**src/rtl/s420_count_state_reg.sv**
```systemverilog
// -----------------------------------------------------------------------------
// s420_count_state_reg
//
// Sequential state stage for the s420_1 combinational core. Holds the X counter
// state (x_q[0] = X_1 ... x_q[WIDTH-1] = X_16) and the compare constant
// (C_1..C_16). The counter steps under p_0. The stage also registers the
// unsigned compare x_q >= c_q, an all-ones-to-zero wrap pulse, and a saturating
// count of compare rising edges. The compare constant is loaded through a
// valid/ready handshake. After each accepted load, a one-cycle settle window
// lets z_q pick up the new constant before another load is taken.
//
// Ports
//   clk        in   1        rising-edge clock
//   rst_n      in   1        asynchronous active-low reset
//   p_0        in   1        count enable, +1 per cycle while high
//   clr        in   1        synchronous clear of x_q (has priority over p_0)
//   c_valid    in   1        compare-constant load request
//   c_ready    out  1        compare-constant load ready (high in IDLE)
//   c_data     in   WIDTH    new compare constant
//   x_q        out  WIDTH    counter state
//   c_q        out  WIDTH    current compare constant
//   z_q        out  1        registered x_q >= c_q (unsigned, pre-edge values)
//   wrap_p     out  1        one-cycle pulse on an all-ones -> zero step
//   match_cnt  out  MCNT_W   saturating count of z_q rising edges
// -----------------------------------------------------------------------------
module s420_count_state_reg #(
    parameter int WIDTH  = 16,
    parameter int MCNT_W = 8
) (
    input  logic              clk,
    input  logic              rst_n,
    input  logic              p_0,
    input  logic              clr,
    input  logic              c_valid,
    output logic              c_ready,
    input  logic [WIDTH-1:0]  c_data,
    output logic [WIDTH-1:0]  x_q,
    output logic [WIDTH-1:0]  c_q,
    output logic              z_q,
    output logic              wrap_p,
    output logic [MCNT_W-1:0] match_cnt
);

    typedef enum logic [0:0] {
        ST_IDLE   = 1'b0,
        ST_SETTLE = 1'b1
    } load_state_t;

    localparam logic [WIDTH-1:0]  X_ZERO     = {WIDTH{1'b0}};
    localparam logic [WIDTH-1:0]  X_ALL_ONES = {WIDTH{1'b1}};
    localparam logic [WIDTH-1:0]  X_ONE      = {{(WIDTH-1){1'b0}}, 1'b1};
    localparam logic [MCNT_W-1:0] MCNT_ZERO  = {MCNT_W{1'b0}};
    localparam logic [MCNT_W-1:0] MCNT_MAX   = {MCNT_W{1'b1}};
    localparam logic [MCNT_W-1:0] MCNT_ONE   = {{(MCNT_W-1){1'b0}}, 1'b1};

    load_state_t       state_q;
    load_state_t       state_d;
    logic              load_accept_s;
    logic              c_ready_s;
    logic [WIDTH-1:0]  x_d;
    logic [WIDTH-1:0]  c_d;
    logic              z_d;
    logic              wrap_d;
    logic              z_prev_q;
    logic              z_prev_d;
    logic [MCNT_W-1:0] match_cnt_d;

    // Load FSM state register.
    always_ff @(posedge clk or negedge rst_n) begin
        if (!rst_n) begin
            state_q <= ST_IDLE;
        end else begin
            state_q <= state_d;
        end
    end

    // Load FSM next state. A load is accepted only in IDLE. That is the same
    // condition as c_valid & c_ready, because c_ready is high only in IDLE.
    always_comb begin
        state_d       = state_q;
        load_accept_s = 1'b0;
        case (state_q)
            ST_IDLE: begin
                if (c_valid) begin
                    load_accept_s = 1'b1;
                    state_d       = ST_SETTLE;
                end else begin
                    state_d       = ST_IDLE;
                end
            end
            ST_SETTLE: begin
                state_d = ST_IDLE;
            end
            default: begin
                state_d = ST_IDLE;
            end
        endcase
    end

    // Load FSM outputs. c_ready depends only on the state flop, so no input
    // reaches it combinationally.
    always_comb begin
        c_ready_s = 1'b0;
        case (state_q)
            ST_IDLE:   c_ready_s = 1'b1;
            ST_SETTLE: c_ready_s = 1'b0;
            default:   c_ready_s = 1'b0;
        endcase
    end

    assign c_ready = c_ready_s;

    // Counter, wrap pulse and compare-constant next values. clr beats p_0, so
    // a clear on the all-ones step suppresses the wrap pulse.
    always_comb begin
        x_d    = x_q;
        wrap_d = 1'b0;
        if (clr) begin
            x_d    = X_ZERO;
            wrap_d = 1'b0;
        end else if (p_0) begin
            x_d    = x_q + X_ONE;
            wrap_d = (x_q == X_ALL_ONES);
        end else begin
            x_d    = x_q;
            wrap_d = 1'b0;
        end

        c_d = c_q;
        if (load_accept_s) begin
            c_d = c_data;
        end else begin
            c_d = c_q;
        end
    end

    // Compare and match statistics. The compare uses pre-edge x_q/c_q. A load
    // that lands on the same edge therefore affects z_q only one edge later.
    // Rising edges are detected against a delayed copy of z_q.
    always_comb begin
        z_d         = (x_q >= c_q);
        z_prev_d    = z_q;
        match_cnt_d = match_cnt;
        if (z_q && !z_prev_q && (match_cnt != MCNT_MAX)) begin
            match_cnt_d = match_cnt + MCNT_ONE;
        end else begin
            match_cnt_d = match_cnt;
        end
    end

    // Datapath registers. All outputs come straight from these flops.
    always_ff @(posedge clk or negedge rst_n) begin
        if (!rst_n) begin
            x_q       <= X_ZERO;
            c_q       <= X_ZERO;
            z_q       <= 1'b0;
            z_prev_q  <= 1'b0;
            wrap_p    <= 1'b0;
            match_cnt <= MCNT_ZERO;
        end else begin
            x_q       <= x_d;
            c_q       <= c_d;
            z_q       <= z_d;
            z_prev_q  <= z_prev_d;
            wrap_p    <= wrap_d;
            match_cnt <= match_cnt_d;
        end
    end

endmodule
```
**config.mk**
```make
export PLATFORM = sky130hd
export DESIGN_NAME = s420_count_state_reg
export DESIGN_NICKNAME = d
export VERILOG_FILES = /design/src/rtl/s420_count_state_reg.sv
export SDC_FILE = /design/constraint.sdc
export NUM_CORES = 1
export LEC_CHECK = 0
export CAP_MARGIN = 30
export CORE_ASPECT_RATIO = 0.9
export CORE_MARGIN = 8
export CORE_UTILIZATION = 51
export CTS_CLUSTER_DIAMETER = 60
export CTS_CLUSTER_SIZE = 12
export DETAILED_ROUTE_END_ITERATION = 8
export PLACE_DENSITY_LB_ADDON = 0.2
export SKIP_CTS_REPAIR_TIMING = 1
export SLEW_MARGIN = 0
export SYNTH_ARGS = -nofsm -noshare
export SYNTH_HDL_FRONTEND = slang
export SYNTH_SLANG_ARGS = --single-unit
```
**constraint.sdc**
```tcl
create_clock -name clk -period 2.75 [get_ports clk]
set_input_delay 0.55 -clock clk [delete_from_list [all_inputs] [get_ports clk]]
set_output_delay 0.55 -clock clk [all_outputs]
set_load 0.01 [all_outputs]
```
==> results.sh, run 1 <==
export IMPL_status="finished clean"
export IMPL_die_h_um=79.2
export IMPL_antenna_found_initial=0
export IMPL_drc=0
export IMPL_synth_seq_cells=44
export IMPL_p_int_mw=1.17
export IMPL_n_fill_cell=327
export IMPL_synth_edf_count=0
export IMPL_syn_to_final_growth_pct=36.5
export IMPL_rows=23
export IMPL_syn_cell_area_um2=2270
export IMPL_skew_ns=0.00477
export IMPL_r2r_start="x_q[0]"
export IMPL_ys_warn_count=0
export IMPL_post_place_cells=345
export IMPL_path_buf_inv=1
export IMPL_drt_antenna_violating_nets=0
export IMPL_globalplace_congestion=0.774
export IMPL_worstPathCellList="clkdlybuf4s50_1"
export IMPL_r2r_worst_path_cells=6
export IMPL_layout_min_cycle_time_ns=2.03
export IMPL_final_max_slew_viol_count=0
export IMPL_swShare_pct=23.4
export IMPL_fin_util_pct=70.7
export IMPL_ctsHtreeMaxLevel=2
export IMPL_min_path_type="in -> async"
export IMPL_clk_pin_slew_worst_paths_ns=0.08
export IMPL_yosys_area_top_type="dfrtp_1"
export IMPL_dr_first_iter_drc_count=108
export IMPL_power_frac_seq_pct=46.2
export IMPL_cts_tree="done"
export IMPL_r2r_end="z_q"
export IMPL_ys_seq_area_share_pct=48.6
export IMPL_start_util_pct=51.8
export IMPL_finalHoldViolCount=0
export IMPL_cp_num_cells=1
export IMPL_final_area_um2=3090
export IMPL_worstSetupStartpointType="flip-flop"
export IMPL_grt_use_total_pct=16.5
export IMPL_numClockSinks=44
export IMPL_wl_per_cell_um=15.1
export IMPL_die_x_um=86.3
export IMPL_layout_drive_gt1_share_pct=6.90
export IMPL_drt_total_wl_mm=5.30
export IMPL_path_class="reg -> out"
export IMPL_end_kind="output pin"
export IMPL_synth_main_ff_cell="dfrtp_1"
export IMPL_crit_end="x_q[7]"
export IMPL_post_route_period_util_pct=73.9
export IMPL_crit_required_ns=2.20
export IMPL_tightestPinTransition_ns=0.482
export IMPL_p_leak_nw=1.43
export IMPL_grt_pass1_vias=1929
export IMPL_vias=1828
export IMPL_async_flop_share_pct=100
export IMPL_setup_violations=0
export IMPL_fin_nets=329
export IMPL_syn_area_per_cell_um2=10.1
export IMPL_rsz0062_at_grt="no"
export IMPL_pwr_share_comb_pct=16.4
export IMPL_dp_hpwl_mm=4.07
export IMPL_insertion_delay_ns=0.29
export IMPL_netlist_instances=224
export IMPL_synth_cell_types=38
export IMPL_numPortBuffers=63
export IMPL_grt_max_degree=36
export IMPL_critical_path_max_stage_delay_ns=0.62
export IMPL_p_sw_mw=0.359
export IMPL_gr_total_overflow=0
export IMPL_critPathTopFamily="buffers and inverters"
export IMPL_r2r_slack_ns=0.83
export IMPL_power_mw=1.53
export IMPL_viasPerCell=5.19
export IMPL_syn_nets=263
export IMPL_firstDrtPassIters=4
export IMPL_die_area_um2=6830
export IMPL_max_slew_margin_pct=67.0
export IMPL_fmax_mhz=492
export IMPL_critPathLaunch="x_q[7]"
export IMPL_stdcell_count=352
export IMPL_worstPathMaxFanout=10
export IMPL_p_clk_share_pct=37.4
export IMPL_ios=64
export IMPL_synth_top_cell_area_share_pct=48.6
export IMPL_core_area_um2=4370
export IMPL_p_per_area_nw_per_um2=495
export IMPL_cp_slowest_cell="clkdlybuf4s50_1"
export IMPL_peakVddDrop_v=0.000317
export IMPL_timing_hold_ws_ns=0.114
export IMPL_grt_pass1_wl_mm=8.94
export IMPL_setup_tns_final_ns=0
export IMPL_arrival_ns=1.48
export IMPL_clock_path_buffers=2
export IMPL_cts_root_buffer="clkbuf_8"
export IMPL_antennaDiodeCount=0
export IMPL_place_area_um2=2960
export IMPL_place_ws_ns=0.550
export IMPL_numCtsBuffers=5
export IMPL_synth_area_leaders="dfrtp_1, ha_1, xor2_1"
export IMPL_setup_ws_ns=0.718
export IMPL_drv_cap=0
kinds of logic after synthesis:
kind of cell	share of synthesized area, %
XOR/XNOR	7.34
buffers and inverters	5.69
AND/OR/NAND/NOR	16.5
AO/OA/AOI/OAI	10.5
flip-flops	48.6
adder cells (fa/ha/maj)	9.94
multiplexers	1.44
how the worst min path moves through the flow:
stage | slack, ns | to | start | cells past startpoint
6_report | 0.11 | x_q[9] | rst_n | 1
5_1_grt | 0.13 | x_q[2] | rst_n | 1
4_1_cts | 0.12 | x_q[9] | rst_n | 1
3_5_place_dp | 0.44 | x_q[2] | rst_n | 1
3_3_place_gp | 0.44 | z_prev_q | z_q | 0
2_1_floorplan | 0.25 | c_q[0] | rst_n | 0
routing by layer:
metal | GRT usage (%) | up-vias | share of wire (%)
met5 | 0 | - | 0
met3 | 4.74 | 7 | 8.0
li1 | - | 892 | -
met2 | 27.1 | 52 | 47
met4 | 6.87 | 0 | 1.4
met1 | 19.8 | 877 | 43
Yosys cell counts, types with 2 or more instances:
cell / count
dfrtp_1: 44
nand2_1: 25
inv_1: 21
o21ai_0: 20
ha_1: 18
nor2_1: 18
xor2_1: 15
nand4_1: 7
nand3_1: 6
a21oi_1: 5
clkbuf_1: 4
xnor2_1: 4
a21o_1: 3
and3_1: 3
nor3_1: 3
and4_1: 2
buf_6: 2
mux2_2: 2
nor2b_1: 2
or3_1: 2
placed cells by master, fill, tap and decap left out, drive strengths merged, types with 7 or more instances in the layout:
cell	n
nand4	7
ha	18
inv	21
nor2	18
nand3	7
nand2	26
xor2	15
dfrtp	44
clkdlybuf4s50	62
o21ai	20
power by group through the flow:
stage	Combinational, mW	Sequential (mW)	Clock (mW)
after floorplan	0.0875	0.735	0
after global placement	0.246	0.719	0
after global routing	0.283	0.713	0.606
after detailed placement	0.255	0.720	0
final	0.252	0.708	0.572
after CTS	0.258	0.708	0.582
sequential cells by signal, summed over array words and instances, names as in the netlist:
register,cells
c_q,16
x_q,16
match_cnt,8
state_q,1
wrap_p,1
z_prev_q,1
z_q,1
final cells by class:
type                    count  area [um2]  share of cell area (%)
inverters                  21        78.8                    2.55
multi-input cells         151        1040                    33.6
clock buffers               5        68.8                    2.22
well taps                  62        77.6                    2.51
repair buffers             67         668                    21.6
clock inverters             2        60.1                    1.94
flip-flops and latches     44        1100                    35.6
(Power assumes the default switching activity.)
==> run 2, diff against run 1 <==
CORE_UTILIZATION = 48   (was 51)
clock period = 2.1 ns   (was 2.75 ns; I/O delays follow)
==> results.sh, run 2 (synthesis results as in run 1) <==
export IMPL_setup_tns_final_ns=0
export IMPL_post_route_period_util_pct=91.8
export IMPL_path_class="reg -> out"
export IMPL_cp_num_cells=1
export IMPL_p_sw_mw=0.480
export IMPL_path_buf_inv=1
export IMPL_crit_required_ns=1.68
export IMPL_worstPathMaxFanout=10
export IMPL_swShare_pct=26.4
export IMPL_drc=0
export IMPL_rows=23
export IMPL_setup_violations=0
export IMPL_cp_slowest_cell="clkdlybuf4s50_1"
export IMPL_final_max_slew_viol_count=0
export IMPL_p_int_mw=1.34
export IMPL_antenna_found_initial=0
export IMPL_r2r_start="match_cnt[0]"
export IMPL_largest_registers="c_q x16, x_q x16, match_cnt x8"
export IMPL_max_slew_margin_pct=53.9
export IMPL_critPathTopFamily="buffers and inverters"
export IMPL_layout_min_cycle_time_ns=1.93
export IMPL_numClockSinks=44
export IMPL_drt_total_wl_mm=5.33
export IMPL_vias=1820
export IMPL_multi_input_area_um2=1040
export IMPL_die_h_um=81.2
export IMPL_antennaDiodeCount=0
export IMPL_seqCellArea_um2=1100
export IMPL_r2r_slack_ns=0.38
export IMPL_viasPerCell=5.08
export IMPL_p_per_area_nw_per_um2=589
export IMPL_skew_ns=0.00777
export IMPL_clock_path_buffers=2
export IMPL_fin_nets=334
export IMPL_die_x_um=88.4
export IMPL_layout_drive_gt1_share_pct=8.78
export IMPL_final_common_cell="clkdlybuf4s50_1"
export IMPL_drv_cap=0
export IMPL_final_area_um2=3090
export IMPL_dp_hpwl_mm=4.21
export IMPL_n_fill_cell=378
export IMPL_power_frac_seq_pct=50.9
export IMPL_p_leak_nw=1.43
export IMPL_pwr_share_comb_pct=18.5
export IMPL_cts_tree="done"
export IMPL_grt_max_degree=32
export IMPL_rsz0062_at_grt="no"
export IMPL_numPortBuffers=63
export IMPL_worstSetupStartpointType="flip-flop"
export IMPL_p_clk_share_pct=30.7
export IMPL_firstDrtPassIters=4
export IMPL_power_mw=1.82
export IMPL_grt_pass1_wl_mm=8.83
export IMPL_status="finished clean"
export IMPL_insertion_delay_ns=0.30
export IMPL_fmax_mhz=519
export IMPL_final_cell_mix="clkdlybuf4s50_1, dfrtp_1, nand2_1, inv_1, o21ai_0"
export IMPL_place_area_um2=2990
export IMPL_peakVddDrop_v=0.000392
export IMPL_globalplace_congestion=0.794
export IMPL_place_ws_ns=0.166
export IMPL_end_kind="output pin"
export IMPL_ios=64
export IMPL_critical_path_max_stage_delay_ns=0.62
export IMPL_core_area_um2=4490
export IMPL_setup_ws_ns=0.173
export IMPL_grt_pass1_vias=1841
export IMPL_ctsHtreeMaxLevel=2
export IMPL_syn_to_final_growth_pct=36.2
export IMPL_gr_total_overflow=0
export IMPL_r2r_worst_path_cells=4
export IMPL_cts_root_buffer="clkbuf_8"
export IMPL_clk_pin_slew_worst_paths_ns=0.09
export IMPL_r2r_end="match_cnt[1]"
export IMPL_drt_antenna_violating_nets=0
export IMPL_grt_use_total_pct=15.6
export IMPL_arrival_ns=1.51
export IMPL_start_util_pct=50.5
export IMPL_dr_first_iter_drc_count=61
export IMPL_worstPathCellList="clkdlybuf4s50_1"
export IMPL_tightestPinTransition_ns=0.691
export IMPL_wl_per_cell_um=14.9
export IMPL_numCtsBuffers=5
export IMPL_finalHoldViolCount=0
export IMPL_die_area_um2=7180
export IMPL_min_path_type="in -> async"
-- run 2: cell count changes in the layout (fill, tap and decap cells not counted), sizes merged --
cell,change
clkinvlp,+2
clkbuf,+1
bufinv,-2
buf,+5
-- run 2: how the worst max path moves through the flow --
stage / startpoint / to / slack (ns)
2_1_floorplan: x_q[0] / z_q / 0.46
3_3_place_gp: clr / x_q[15] / 0.19
3_5_place_dp: clr / x_q[15] / 0.17
4_1_cts: x_q[7] / x_q[7] / 0.15
5_1_grt: x_q[7] / x_q[7] / 0.11
6_report: x_q[7] / x_q[7] / 0.17
-- run 2: cell type report --
class	instances	area share [%]
clock buffers	6	2.68
inverters	21	2.55
multi-input cells	151	33.6
flip-flops and latches	44	35.7
clock inverters	2	0.486
repair buffers	72	22.5
well taps	62	2.51
-- run 2: layer usage --
| metal | up-vias | share of wire, % | track usage (%) | routed length, um |
|---|---|---|---|---|
| met1 | 855 | 45 | 19.3 | 2370 |
| met3 | 7 | 7.0 | 5.44 | 375 |
| met4 | 0 | 1.2 | 4.55 | 64 |
| met2 | 54 | 47 | 25.3 | 2520 |
| met5 | - | 0 | 0 | 0 |
| li1 | 904 | - | - | - |
-- run 2: power groups by stage --
stage	registers [mW]	clock network, mW	logic, mW
CTS	0.925	0.578	0.344
detailed placement	0.942	0	0.342
global placement	0.939	0	0.333
floorplan	0.963	0	0.115
finish	0.925	0.557	0.336
global route	0.932	0.605	0.376
-- run 2: through the flow --
step           instances  util (%)  hold WS, ns
2_1_floorplan        224         -        0.124
3_3_place_gp         350      66.6        0.464
3_5_place_dp         350      66.6        0.449
4_1_cts              358      68.8        0.183
5_1_grt              358      68.8        0.191
6_report             358      68.8        0.157
==> run 3, diff against run 2 <==
GPL_ROUTABILITY_DRIVEN = 0   (was unset)
GPL_TIMING_DRIVEN = 0   (was unset)
PLACE_DENSITY_LB_ADDON = 0.15   (was 0.2)
==> results.sh, run 3 (synthesis results as in run 1) <==
export IMPL_setup_violations=0
export IMPL_layout_min_cycle_time_ns=1.92
export IMPL_clock_path_buffers=2
export IMPL_dr_first_iter_drc_count=79
export IMPL_grt_pass1_vias=1826
export IMPL_crit_required_ns=2.28
export IMPL_firstDrtPassIters=4
export IMPL_rsz0062_at_grt="no"
export IMPL_syn_to_final_growth_pct=35.9
export IMPL_end_kind="flip-flop"
export IMPL_setup_tns_final_ns=0
export IMPL_worstSetupStartpointType="flip-flop"
export IMPL_start_util_pct=50.5
export IMPL_grt_use_total_pct=16.2
export IMPL_finalHoldViolCount=0
export IMPL_timing_hold_ws_ns=0.0320
export IMPL_setup_ws_ns=0.180
export IMPL_antenna_found_initial=0
export IMPL_numClockSinks=44
export IMPL_skew_ns=0.0104
export IMPL_worstPathMaxFanout=5
export IMPL_die_area_um2=7180
export IMPL_ios=64
export IMPL_numPortBuffers=61
export IMPL_arrival_ns=2.10
export IMPL_fin_nets=332
export IMPL_cts_root_buffer="clkbuf_8"
export IMPL_final_cell_mix="clkdlybuf4s50_1, dfrtp_1, nand2_1, inv_1, o21ai_0"
export IMPL_die_x_um=88.4
export IMPL_gr_total_overflow=0
export IMPL_drv_cap=0
export IMPL_r2r_worst_path_cells=6
export IMPL_vias=1808
export IMPL_fmax_mhz=521
export IMPL_post_route_period_util_pct=91.4
export IMPL_place_ws_ns=0.0832
export IMPL_min_path_type="in -> async"
export IMPL_die_h_um=81.2
export IMPL_ctsHtreeMaxLevel=2
export IMPL_antennaDiodeCount=0
export IMPL_stdcell_count=356
export IMPL_r2r_start="x_q[0]"
export IMPL_cts_tree="done"
export IMPL_viasPerCell=5.08
export IMPL_path_class="reg -> reg"
export IMPL_grt_pass1_wl_mm=8.87
export IMPL_p_leak_nw=1.42
export IMPL_max_slew_margin_pct=66.9
export IMPL_insertion_delay_ns=0.30
export IMPL_core_area_um2=4490
export IMPL_drt_total_wl_mm=5.45
export IMPL_dp_hpwl_mm=4.22
export IMPL_grt_max_degree=30
export IMPL_post_place_cells=348
export IMPL_largest_registers="c_q x16, x_q x16, match_cnt x8"
export IMPL_wl_per_cell_um=15.3
export IMPL_p_per_area_nw_per_um2=618
export IMPL_layout_drive_gt1_share_pct=7.14
export IMPL_numCtsBuffers=5
export IMPL_drt_antenna_violating_nets=0
export IMPL_final_common_cell="clkdlybuf4s50_1"
export IMPL_drc=0
export IMPL_final_max_slew_viol_count=0
export IMPL_clk_pin_slew_worst_paths_ns=0.09
export IMPL_status="finished clean"
export IMPL_peakVddDrop_v=0.000468
export IMPL_rows=23
export IMPL_critPathLaunch="x_q[0]"
export IMPL_tightestPinTransition_ns=0.484
-- run 3: per-stage QoR --
stage | utilization (%) | instance area [um2] | power, mW
after floorplan | - | 2270 | 1.08
after global placement | 65.8 | 2950 | 1.26
after detailed placement | 66.1 | 2970 | 1.27
after CTS | 68.6 | 3080 | 1.92
after global routing | 68.6 | 3080 | 2.00
final | 68.6 | 3080 | 1.90
-- run 3: metal layers --
layer | vias to the layer above | wire length [um] | track usage [%]
met5 | - | 0 | 0
met4 | 0 | 74 | 6.24
met3 | 7 | 460 | 6.25
met2 | 49 | 2520 | 25.3
met1 | 856 | 2390 | 19.8
li1 | 896 | - | -
-- run 3: critical path: stages (launching register included) --
cell and delay [ns]:
dfrtp_1 0.46, inv_1 0.07, ha_1 0.29, nand2b_1 0.14, a2111oi_0 0.50, o311a_1 0.24
o21ai_0 0.11
-- run 3: worst paths after layout --
path | endpoint | slack, ns
setup reg to reg | z_q | 0.18
setup / recovery | z_q | 0.18
hold / removal | match_cnt[3] | 0.03
min in group clk | x_q[14] | 0.32
hold reg to reg | z_prev_q | 0.46
max in group asynchronous | x_q[13] | 1.58
-- run 3: layout make-up --
cell class | instances | area [um2]
buffer | 8 | 50.0
clock buffer | 5 | 68.8
clock inverter | 3 | 42.5
fill | 366 | 1410
inverter | 21 | 78.8
multi-input combinational | 151 | 1040
sequential | 44 | 1100
tap | 62 | 77.6
timing repair buffer | 62 | 626
-- run 3: power breakdown --
group          leakage (nW)  total, mW  switching (mW)  internal (mW)
clock network        0.0541      0.649           0.297          0.352
logic                 0.786      0.327           0.157          0.170
registers             0.584      0.927          0.0329          0.894
